**config.mk**
```make
export PLATFORM = sky130hd
export DESIGN_NAME = vga_timing
export DESIGN_NICKNAME = d
export VERILOG_FILES = /design/src/rtl/vga_timing.sv
export SDC_FILE = /design/constraint.sdc
export NUM_CORES = 1
export LEC_CHECK = 0
export CAP_MARGIN = 20
export CORE_ASPECT_RATIO = 1.1
export CORE_MARGIN = 2
export CORE_UTILIZATION = 51
export CTS_CLUSTER_DIAMETER = 100
export DETAILED_ROUTE_END_ITERATION = 8
export PLACE_DENSITY = 0.87
export SLEW_MARGIN = 10
export SYNTH_ARGS = -nofsm -noshare
export SYNTH_HDL_FRONTEND = slang
export SYNTH_SLANG_ARGS = --single-unit
```
**constraint.sdc**
```tcl
create_clock -name clk -period 5.8 [get_ports clk]
set_input_delay 1.16 -clock clk [delete_from_list [all_inputs] [get_ports clk]]
set_output_delay 1.16 -clock clk [all_outputs]
set_load 0.005 [all_outputs]
```
**src/rtl/vga_timing.sv**
```systemverilog
`default_nettype none
// ============================================================================
// Module   : vga_timing
// Brief    : VGA raster timing generator. Runs at 4x pixel rate; a 2-bit
//            phase counter divides each pixel slot into four clocks, and the
//            horizontal/vertical counters advance once per slot.
//            Optional macro VGA_SYNC_DELAY_EN delays hsync, vsync and active
//            by one pixel slot (4 clks) to line them up with a registered
//            colour path downstream.
// Revision : 1.0 - initial release
// ============================================================================
module vga_timing #(
  parameter int H_VISIBLE = 640,
  parameter int H_FRONT   = 16,
  parameter int H_SYNC    = 96,
  parameter int H_BACK    = 48,
  parameter int V_VISIBLE = 480,
  parameter int V_FRONT   = 10,
  parameter int V_SYNC    = 2,
  parameter int V_BACK    = 33
) (
  input  logic       clk,
  input  logic       rst_n,
  output logic [1:0] pixel_state,
  output logic [9:0] pixel_counter,
  output logic [8:0] line_counter,
  output logic       active,
  output logic       hsync,
  output logic       vsync,
  output logic       frame_start
);

  localparam int C_H_TOTAL = H_VISIBLE + H_FRONT + H_SYNC + H_BACK;
  localparam int C_V_TOTAL = V_VISIBLE + V_FRONT + V_SYNC + V_BACK;

  localparam logic [9:0] c_h_last     = 10'(C_H_TOTAL - 1);
  localparam logic [9:0] c_v_last     = 10'(C_V_TOTAL - 1);
  localparam logic [9:0] c_h_vis      = 10'(H_VISIBLE);
  localparam logic [9:0] c_v_vis      = 10'(V_VISIBLE);
  localparam logic [9:0] c_hs_start   = 10'(H_VISIBLE + H_FRONT);
  localparam logic [9:0] c_hs_end     = 10'(H_VISIBLE + H_FRONT + H_SYNC);
  localparam logic [9:0] c_vs_start   = 10'(V_VISIBLE + V_FRONT);
  localparam logic [9:0] c_vs_end     = 10'(V_VISIBLE + V_FRONT + V_SYNC);

  // r_run is low in reset and for the first clk after release; that first
  // edge only arms the counters, so the frame origin is presented for one
  // full clk before the phase starts advancing.
  logic       r_run;
  logic [1:0] r_ps;
  logic [9:0] r_h;
  logic [9:0] r_v;

  logic w_active;
  logic w_hsync;
  logic w_vsync;

  // Phase, horizontal and vertical counters; a frame-end wrap clears both
  // counters on the same edge.
  always_ff @(posedge clk or negedge rst_n) begin
    if (!rst_n) begin
      r_run <= 1'b0;
      r_ps  <= 2'd0;
      r_h   <= 10'd0;
      r_v   <= 10'd0;
    end else if (!r_run) begin
      r_run <= 1'b1;
    end else begin
      r_ps <= r_ps + 2'd1;
      if (r_ps == 2'd3) begin
        if (r_h == c_h_last) begin
          r_h <= 10'd0;
          if (r_v == c_v_last) r_v <= 10'd0;
          else                 r_v <= r_v + 10'd1;
        end else begin
          r_h <= r_h + 10'd1;
        end
      end
    end
  end

  // Zero-latency decodes from registered counter state only.
  always_comb begin
    w_active = r_run && (r_h < c_h_vis) && (r_v < c_v_vis);
    w_hsync  = !((r_h >= c_hs_start) && (r_h < c_hs_end));
    w_vsync  = !((r_v >= c_vs_start) && (r_v < c_vs_end));
  end

  // Undelayed outputs: phase, position, row and frame origin pulse.
  always_comb begin
    pixel_state   = r_ps;
    pixel_counter = r_h;
    line_counter  = (r_v < c_v_vis) ? r_v[8:0] : 9'd0;
    frame_start   = r_run && (r_ps == 2'd0) && (r_h == 10'd0) && (r_v == 10'd0);
  end

`ifdef VGA_SYNC_DELAY_EN
  logic [3:0] r_hs_dly;
  logic [3:0] r_vs_dly;
  logic [3:0] r_act_dly;

  // Four-stage shift registers: one pixel slot of delay on sync and active.
  always_ff @(posedge clk or negedge rst_n) begin
    if (!rst_n) begin
      r_hs_dly  <= 4'hF;
      r_vs_dly  <= 4'hF;
      r_act_dly <= 4'h0;
    end else begin
      r_hs_dly  <= {r_hs_dly[2:0], w_hsync};
      r_vs_dly  <= {r_vs_dly[2:0], w_vsync};
      r_act_dly <= {r_act_dly[2:0], w_active};
    end
  end

  // Delayed sync/active taps.
  always_comb begin
    hsync  = r_hs_dly[3];
    vsync  = r_vs_dly[3];
    active = r_act_dly[3];
  end
`else
  // Direct sync/active decodes.
  always_comb begin
    hsync  = w_hsync;
    vsync  = w_vsync;
    active = w_active;
  end
`endif

endmodule
`default_nettype wire

```
## Word-level counts from Yosys, hierarchy flattened

Index checks and enable logic that the tools add are counted.

| word-level totals | value |
|---|---|
| register bits after elaboration | 23 |
| bits in latches | 0 |
| bits in writable memories | 0 |
| ROM bits | 0 |
| input bits | 2 |
| logic and storage cells | 33 |
| memories | 0 |

| cells by class | value |
|---|---|
| add/sub/neg operators | 3 |
| multipliers | 0 |
| divide/modulo/power cells | 0 |
| $lt $le $gt $ge | 6 |
| eq/ne operators | 3 |
| shift operators | 0 |
| muxes and demuxes | 3 |
| bitwise operators | 0 |
| reductions and logical operators | 14 |

Operators with widths:

| kind | number |
|---|---|
| $add 10x1->10 const B | 2 |
| $eq 10x10->1 const B | 2 |
| $logic_not 10->1 | 2 |
| $lt 10x10->1 const B | 2 |
| $lt 10x9->1 const B | 2 |
| $mux 10 | 2 |
| $ge 10x10->1 const B | 1 |
| $ge 10x9->1 const B | 1 |
| $mux 9 | 1 |
| $logic_and 1x1->1 | 7 |
| $reduce_and 3->1 | 1 |
| $add 2x1->2 const B | 1 |
| $eq 2x2->1 const B | 1 |
| $logic_not 1->1 | 2 |
| $logic_not 2->1 | 1 |
| $reduce_and 2->1 | 1 |

## Depth between registers and ports, before layout

Gate-level depths: netlist (run 1).

| logic depth | value |
|---|---|
| depth in word-level cells | 4 |
| mapped depth | 6 |
| gate-level depth less buffers | 6 |

## Worst setup path after synthesis (run 1)

No wires, ideal clock.

| timing path | value |
|---|---|
| path kind | register -> output |
| start | reg r_v[0] |
| end | out frame_start |
| arrival time | 1416 ps |
| data required time | 4640 ps |
| slack | 3224 ps |
| stages on the path, launching flop included | 6 |
| path buffers | 0 |
| cell sequence | dfrtp_1 -> inv_1 -> ha_1 -> nor4b_1 -> nand4_1 -> nor4_1 |

| between the ends | value |
|---|---|
| longest elaborated chain between the ends | 2 |

Ends and longest elaborated chain:

| element | line | text |
|---|---|---|
| start: declaration | 51 | `logic [9:0] r_v;` |
| start signal: assignment | 73 | `else r_v <= r_v + 10'd1;` |
| $logic_not 10->1 | 93 | `frame_start = r_run && (r_ps == 2'd0) && (r_h == 10'd0) && (r_v == 10'd0);` |
| $logic_and 1x1->1 | 93 |  |
| end: declaration | 30 | `output logic frame_start` |

No other way between the ends.

## Worst setup path in the final report (run 1)

Same ends and word-level chain as after synthesis.

==> impl_metrics.toml, run 1 <==
[global_routing]
grt_antenna_before_repair = 0
grt_pass1_vias = 1124
gr-max-usage-layer = "met2"
use_met1_pct = 30.3
use_met3_pct = 2.32
grt_max_degree = 24
grt.total_usage_pct = 21.8
grt_pass1_wl_um = 5130
fraction_of_met2_tracks_used_by_global_routing_pct = 36.3
grt.overflow.total = 0

[synthesis]
synthesis.instances = 144
synth_sequential_area_ratio_pct = 42.4
netlist-cell-type-count = 35
synth-main-ff-cell = "sky130_fd_sc_hd__dfrtp_1"
number_of_flops_mapped_to_enable_cells_by_yosys = 0
post_synth.cell_area_avg_sq_um = 9.42
synth_cell_count_leaders = "sky130_fd_sc_hd__dfrtp_1 (23), sky130_fd_sc_hd__nand2_1 (11), sky130_fd_sc_hd__nor2_1 (11), sky130_fd_sc_hd__nand3_1 (10)"
synth_top_cells_by_area = "sky130_fd_sc_hd__dfrtp_1 (42%), sky130_fd_sc_hd__ha_1 (6.5%), sky130_fd_sc_hd__xnor2_1 (5.8%), sky130_fd_sc_hd__nand3_1 (3.7%), sky130_fd_sc_hd__nand2_1 (3.0%)"
post_synthesis_sequential_element_count = 23
syn-num-nets = 153
synthMostInstantiatedCell = "sky130_fd_sc_hd__dfrtp_1"
synth.yosys.warnings = 0
yosysTopAreaCellShare_pct = 42.4
mappedNetlistArea_sq_mm = 0.00136
synth-async-reset-ratio_pct = 100
post-synth-top-area-cell = "sky130_fd_sc_hd__dfrtp_1"

[drt]
length_of_the_first_detailed_routing_pass_in_iterations = 4
drt-vias-per-instance = 5.87
detail_route_antenna_nets = 0
drc = 0
routed_wl_um = 3060
first_drt_iteration_drcs = 19
detailed_route_via_count = 1179
wl_per_cell_um = 15.2

[placed_design]
port_buffers = 26
dp.cells = 196
post-dp-hpwl_um = 2270
place.gp.congestion = 0.877

[sta]
layout_worst_path_cycle_share_pct = 64.6
finalClockSkew_ns = 0.00395
rsz0062_at_grt = "false"
max_freq_ghz = 0.267
tns_ns = 0
post-route-min-period_ns = 3.75
slew-limit-headroom_pct = 40.6
timing_hold_violations_final = 0
setup_viol_count_final = 0
max_slew.worst_pin.slew_ns = 0.883
finalMaxSlewViolations = 0

[pwr]
vdd.ir_drop.worst_mv = 0.233
clock_network_power_share_pct = 18.7
switching_share_pct = 31.8
sequential_power_share_pct = 52.7
total_leakage_power_nw = 0.720
p_comb_share_pct = 28.5
internal_power_uw = 276
power_density_mw_per_mm2 = 242
net_sw_power_uw = 129

[clock_network]
numCtsBuffers = 3
cts.repair.resized = 0
clock_sinks = 23
cts.hold.buffers_added = 0
cts_tree = "yes"
cts_buffer_depth = 2
clkLatencyLatePin_ns = 0.31
root_buffer = "sky130_fd_sc_hd__clkbuf_4"
cts.reportedPaths.clkPinSlew_ns = 0.13
number_of_h_tree_levels = 1
cts_post_setup_buffers_inserted = 0

[cells_and_area]
post_route_cells_drive_above_1_share_pct = 5.29
finish.cell_count_without_fillers = 201
syn2layout_area_growth_pct = 23.6
nNetsFinal = 180
antenna-diode-count = 0

[setup_path]
timing.critical_path.fanout_max = 5
critPathKind = "flop to output port"
timing.critical_path.to_type = "output port"
arrival_ns = 2.59
worstReg2RegStart = "pixel_counter[0]"
crit_path_start_kind = "flop"
cp.required_ns = 4.64
timing.critical_path.from = "r_v[0]"

[outcome]
outcome = "complete, no violations"

[die]
die-width_um = 53.2
fp.dieH_um = 58.1
design.portCount = 27
core_area_sq_mm = 0.00252
fp-row-count = 19
floorplan.initialDensity_pct = 53.8
dieArea_sq_mm = 0.00309

[worst_hold_path]
min_from = "pixel_state[0]"
hold_path.class = "flop to flop"

[flow_run]
maxCapViolCount = 0
## final cells by class
cell class	instances	area, sq um
Fill cell	219	843
Multi-Input combinational cell	107	727
Sequential cell	23	576
Timing Repair Buffer	27	275
Tap cell	31	38.8
Inverter	9	33.8
Clock buffer	4	26.3
## cell usage in the layout (no fill, tap or decap)
master                            synthesis  routed
sky130_fd_sc_hd__ha_1                     7       7
sky130_fd_sc_hd__and4b_1                  1       1
sky130_fd_sc_hd__nor4b_1                  1       1
sky130_fd_sc_hd__and4_1                   2       2
sky130_fd_sc_hd__nand4_1                  5       5
sky130_fd_sc_hd__nor4_1                   3       3
sky130_fd_sc_hd__a21oi_1                  4       4
sky130_fd_sc_hd__clkbuf_4                 0       3
sky130_fd_sc_hd__nand3_1                 10      10
sky130_fd_sc_hd__nor4_2                   2       2
sky130_fd_sc_hd__a41o_1                   1       1
sky130_fd_sc_hd__dfrtp_1                 23      23
sky130_fd_sc_hd__xor2_1                   3       3
sky130_fd_sc_hd__or3b_4                   1       1
sky130_fd_sc_hd__a31oi_1                  1       1
sky130_fd_sc_hd__and2_1                   6       6
sky130_fd_sc_hd__nor3b_1                  1       1
sky130_fd_sc_hd__xnor2_1                  9       9
sky130_fd_sc_hd__conb_1                   1       1
sky130_fd_sc_hd__o41ai_1                  1       1
sky130_fd_sc_hd__or3_1                    1       1
sky130_fd_sc_hd__a22oi_1                  1       1
sky130_fd_sc_hd__nand4b_1                 2       2
sky130_fd_sc_hd__nand2_1                 11      11
sky130_fd_sc_hd__nor4_4                   1       1
sky130_fd_sc_hd__o31ai_1                  2       2
sky130_fd_sc_hd__buf_8                    0       1
sky130_fd_sc_hd__nor3_1                   4       4
sky130_fd_sc_hd__clkbuf_1                 4       1
sky130_fd_sc_hd__mux2i_1                  2       2
sky130_fd_sc_hd__o21ai_0                  7       7
sky130_fd_sc_hd__nand2b_1                 2       2
sky130_fd_sc_hd__clkdlybuf4s50_1          0      26
sky130_fd_sc_hd__or4_4                    1       1
sky130_fd_sc_hd__and3_1                   3       3
sky130_fd_sc_hd__inv_1                    9       9
sky130_fd_sc_hd__nor2_1                  11      11
## layer usage
layer  wire length, um  part of all wire, %  vias up
li1                  -                    -      559
met1              1340                   44      578
met2              1530                   50       38
met3               169                  5.5        4
met4                21                 0.69        0
met5                 0                    0        -
## cell families after synthesis
family / count (synthesis) / share of synthesized area, %
mux: 2 / 1.48
fa+ha+maj: 7 / 6.46
buf+inv: 14 / 3.97
xor+xnor: 12 / 7.75
simple gates: 68 / 30.1
other cells: 1 / 0.276
compound gates: 17 / 7.56
flops: 23 / 42.4
## state kept, by name (all words and copies together), names as in the netlist
register,count
pixel_counter,10
pixel_state,2
r_run,1
r_v,10
## through the flow
step	cell area [sq um]	setup WS, ns	total power [mW]	hold slack (ns)	utilization, %
5_1_grt	1680	1.94	0.433	0.577	66.5
6_report	1680	2.05	0.405	0.537	66.5
3_5_place_dp	1640	2.43	0.333	0.522	64.9
4_1_cts	1660	2.09	0.409	0.544	65.9
3_3_place_gp	1640	2.53	0.321	0.510	64.9
2_1_floorplan	1360	3.22	0.263	0.492	-
## power groups by stage
stage / Sequential, mW / Combinational [mW] / Clock, mW
floorplan: 0.212 / 0.0505 / 0
global placement: 0.214 / 0.107 / 0
detailed placement: 0.216 / 0.117 / 0
CTS: 0.213 / 0.118 / 0.0775
global route: 0.218 / 0.130 / 0.0853
finish: 0.214 / 0.116 / 0.0759
## worst max-delay path, cell delays in order (launching register included)
cell and delay (ns):
sky130_fd_sc_hd__dfrtp_1 0.44, sky130_fd_sc_hd__inv_1 0.15, sky130_fd_sc_hd__ha_1 0.16, sky130_fd_sc_hd__nor4b_1 0.44, sky130_fd_sc_hd__nand4_1 0.15, sky130_fd_sc_hd__nor4_1 0.36
sky130_fd_sc_hd__clkdlybuf4s50_1 0.58
## worst paths after layout
path	endpoint	slack, ns	cells past startpoint
max reg2reg	r_v[2]	3.57	5
min in group asynchronous	r_v[8]	1.15	1
min reg2reg	pixel_state[0]	0.54	1
max	frame_start	2.05	6
max in group asynchronous	pixel_counter[2]	4.18	2
min	pixel_state[0]	0.54	1
Power figures use the tool's default switching activity.
==> run 2: changes to the inputs <==
clock period = 3.8 ns   (was 5.8 ns; I/O delays follow)
==> impl_metrics.toml, run 2 (synthesis results as in run 1) <==
[drt]
detailed_route_via_count = 1177
drt-vias-per-instance = 5.86
drc = 0
wl_per_cell_um = 15.1
length_of_the_first_detailed_routing_pass_in_iterations = 4
detail_route_antenna_nets = 0
first_drt_iteration_drcs = 38
routed_wl_um = 3040

[die]
design.portCount = 27
floorplan.initialDensity_pct = 53.8
die-width_um = 53.2
core_area_sq_mm = 0.00252
fp.dieH_um = 58.1
fp-row-count = 19
dieArea_sq_mm = 0.00309

[clock_network]
cts_buffer_depth = 2
cts_post_setup_buffers_inserted = 0
number_of_h_tree_levels = 1
cts.repair.resized = 0
cts_tree = "yes"
root_buffer = "sky130_fd_sc_hd__clkbuf_4"
clkLatencyLatePin_ns = 0.32
cts.reportedPaths.clkPinSlew_ns = 0.12
numCtsBuffers = 3
clock_sinks = 23
cts.hold.buffers_added = 0

[placed_design]
post-dp-hpwl_um = 2250
place.gp.congestion = 0.877
port_buffers = 26

[setup_path]
timing.critical_path.to_type = "output port"
cp.required_ns = 3.04
crit_chain = "inv_1 > ha_1 > nor4b_1 > nand4_1 > nor4_1 > clkdlybuf4s50_1"
critPathKind = "flop to output port"
crit_path_start_kind = "flop"
timing.critical_path.fanout_max = 5
crit_path_max_incr_delay_ns = 0.57
arrival_ns = 2.55
critical_path.slowest_cell = "sky130_fd_sc_hd__clkdlybuf4s50_1"

[pwr]
internal_power_uw = 421
total_leakage_power_nw = 0.720
vdd.ir_drop.worst_mv = 0.370
clock_network_power_share_pct = 18.6
sequential_power_share_pct = 52.3
power_density_mw_per_mm2 = 371
p_comb_share_pct = 29.0
net_sw_power_uw = 200
switching_share_pct = 32.2

[cells_and_area]
nNetsFinal = 180
syn2layout_area_growth_pct = 23.6
final_core_utilization_pct = 66.5
regArea_sq_um = 576
combined_area_of_the_multi_input_logic_cells_sq_um = 727
antenna-diode-count = 0
post_route_cells_drive_above_1_share_pct = 5.29
layout.cells.most_common = "sky130_fd_sc_hd__clkdlybuf4s50_1"
fillerInstances = 226
layout_common_cells = "sky130_fd_sc_hd__clkdlybuf4s50_1 (26), sky130_fd_sc_hd__dfrtp_1 (23), sky130_fd_sc_hd__nor2_1 (11), sky130_fd_sc_hd__nand2_1 (11), sky130_fd_sc_hd__nand3_1 (10)"

[sta]
max_freq_ghz = 0.302
post-route-min-period_ns = 3.31
setup_viol_count_final = 0
max_slew.worst_pin.slew_ns = 0.821
tns_ns = 0
finalMaxSlewViolations = 0
rsz0062_at_grt = "false"
layout_worst_path_cycle_share_pct = 87.2
finalClockSkew_ns = 0.00544
timing_hold_violations_final = 0
slew-limit-headroom_pct = 44.8

[global_routing]
grt_antenna_before_repair = 0
grt_max_degree = 24
grt_pass1_wl_um = 5200
grt.total_usage_pct = 22.4
grt_pass1_vias = 1149
grt.overflow.total = 0

[outcome]
outcome = "complete, no violations"

[flow_run]
maxCapViolCount = 0

[worst_hold_path]
hold_path.class = "flop to flop"
-- run 2: worst max-delay path, delay by kind of cell, from the launching register on --
| family | cells | cell delay [ns] |
|---|---|---|
| adder cells (fa/ha/maj) | 1 | 0.16 |
| buffers and inverters | 2 | 0.72 |
| flip-flops | 1 | 0.43 |
| AND/OR/NAND/NOR | 3 | 0.92 |
-- run 2: final cells by class --
cell class                 count  area share [%]
tap                           31            2.31
clock buffer                   4            1.57
sequential                    23            34.3
inverter                       9            2.01
multi-input combinational    107            43.4
timing repair buffer          27            16.4
-- run 2: path summary, 6_finish.rpt --
kind | startpoint | depth (start not counted) | slack, ns | endpoint
setup / recovery | r_v[0] | 6 | 0.49 | frame_start
hold / removal | pixel_state[0] | 1 | 0.54 | pixel_state[0]
setup reg to reg | pixel_counter[0] | 5 | 1.62 | r_v[2]
hold reg to reg | pixel_state[0] | 1 | 0.54 | pixel_state[0]
max in group asynchronous | rst_n | 2 | 2.74 | r_v[1]
min in group asynchronous | rst_n | 1 | 0.66 | r_v[8]
-- run 2: routing by layer --
| layer | up-vias | share of wire, % | global-route usage [%] |
|---|---|---|---|
| li1 | 561 | - | - |
| met1 | 564 | 42 | 29.4 |
| met2 | 47 | 51 | 38.8 |
| met3 | 5 | 6.0 | 2.58 |
| met4 | 0 | 1.1 | 6.59 |
| met5 | - | 0 | 0 |
-- run 2: power by group through the flow --
stage	sequential, mW	clock (mW)	combinational, mW
6_report	0.325	0.116	0.181
5_1_grt	0.332	0.130	0.204
4_1_cts	0.325	0.119	0.181
3_5_place_dp	0.331	0	0.178
3_3_place_gp	0.326	0	0.164
2_1_floorplan	0.324	0	0.0771
-- run 2: stage by stage --
step / instance area, sq um / worst slack (ns) / hold WS, ns / cells / power, mW
after detailed placement: 1640 / 0.853 / 0.520 / 196 / 0.509
after global routing: 1680 / 0.346 / 0.564 / 201 / 0.666
after CTS: 1660 / 0.500 / 0.541 / 200 / 0.625
after global placement: 1640 / 0.933 / 0.510 / 196 / 0.490
final: 1680 / 0.486 / 0.539 / 201 / 0.622
after floorplan: 1360 / 1.62 / 0.464 / 144 / 0.401
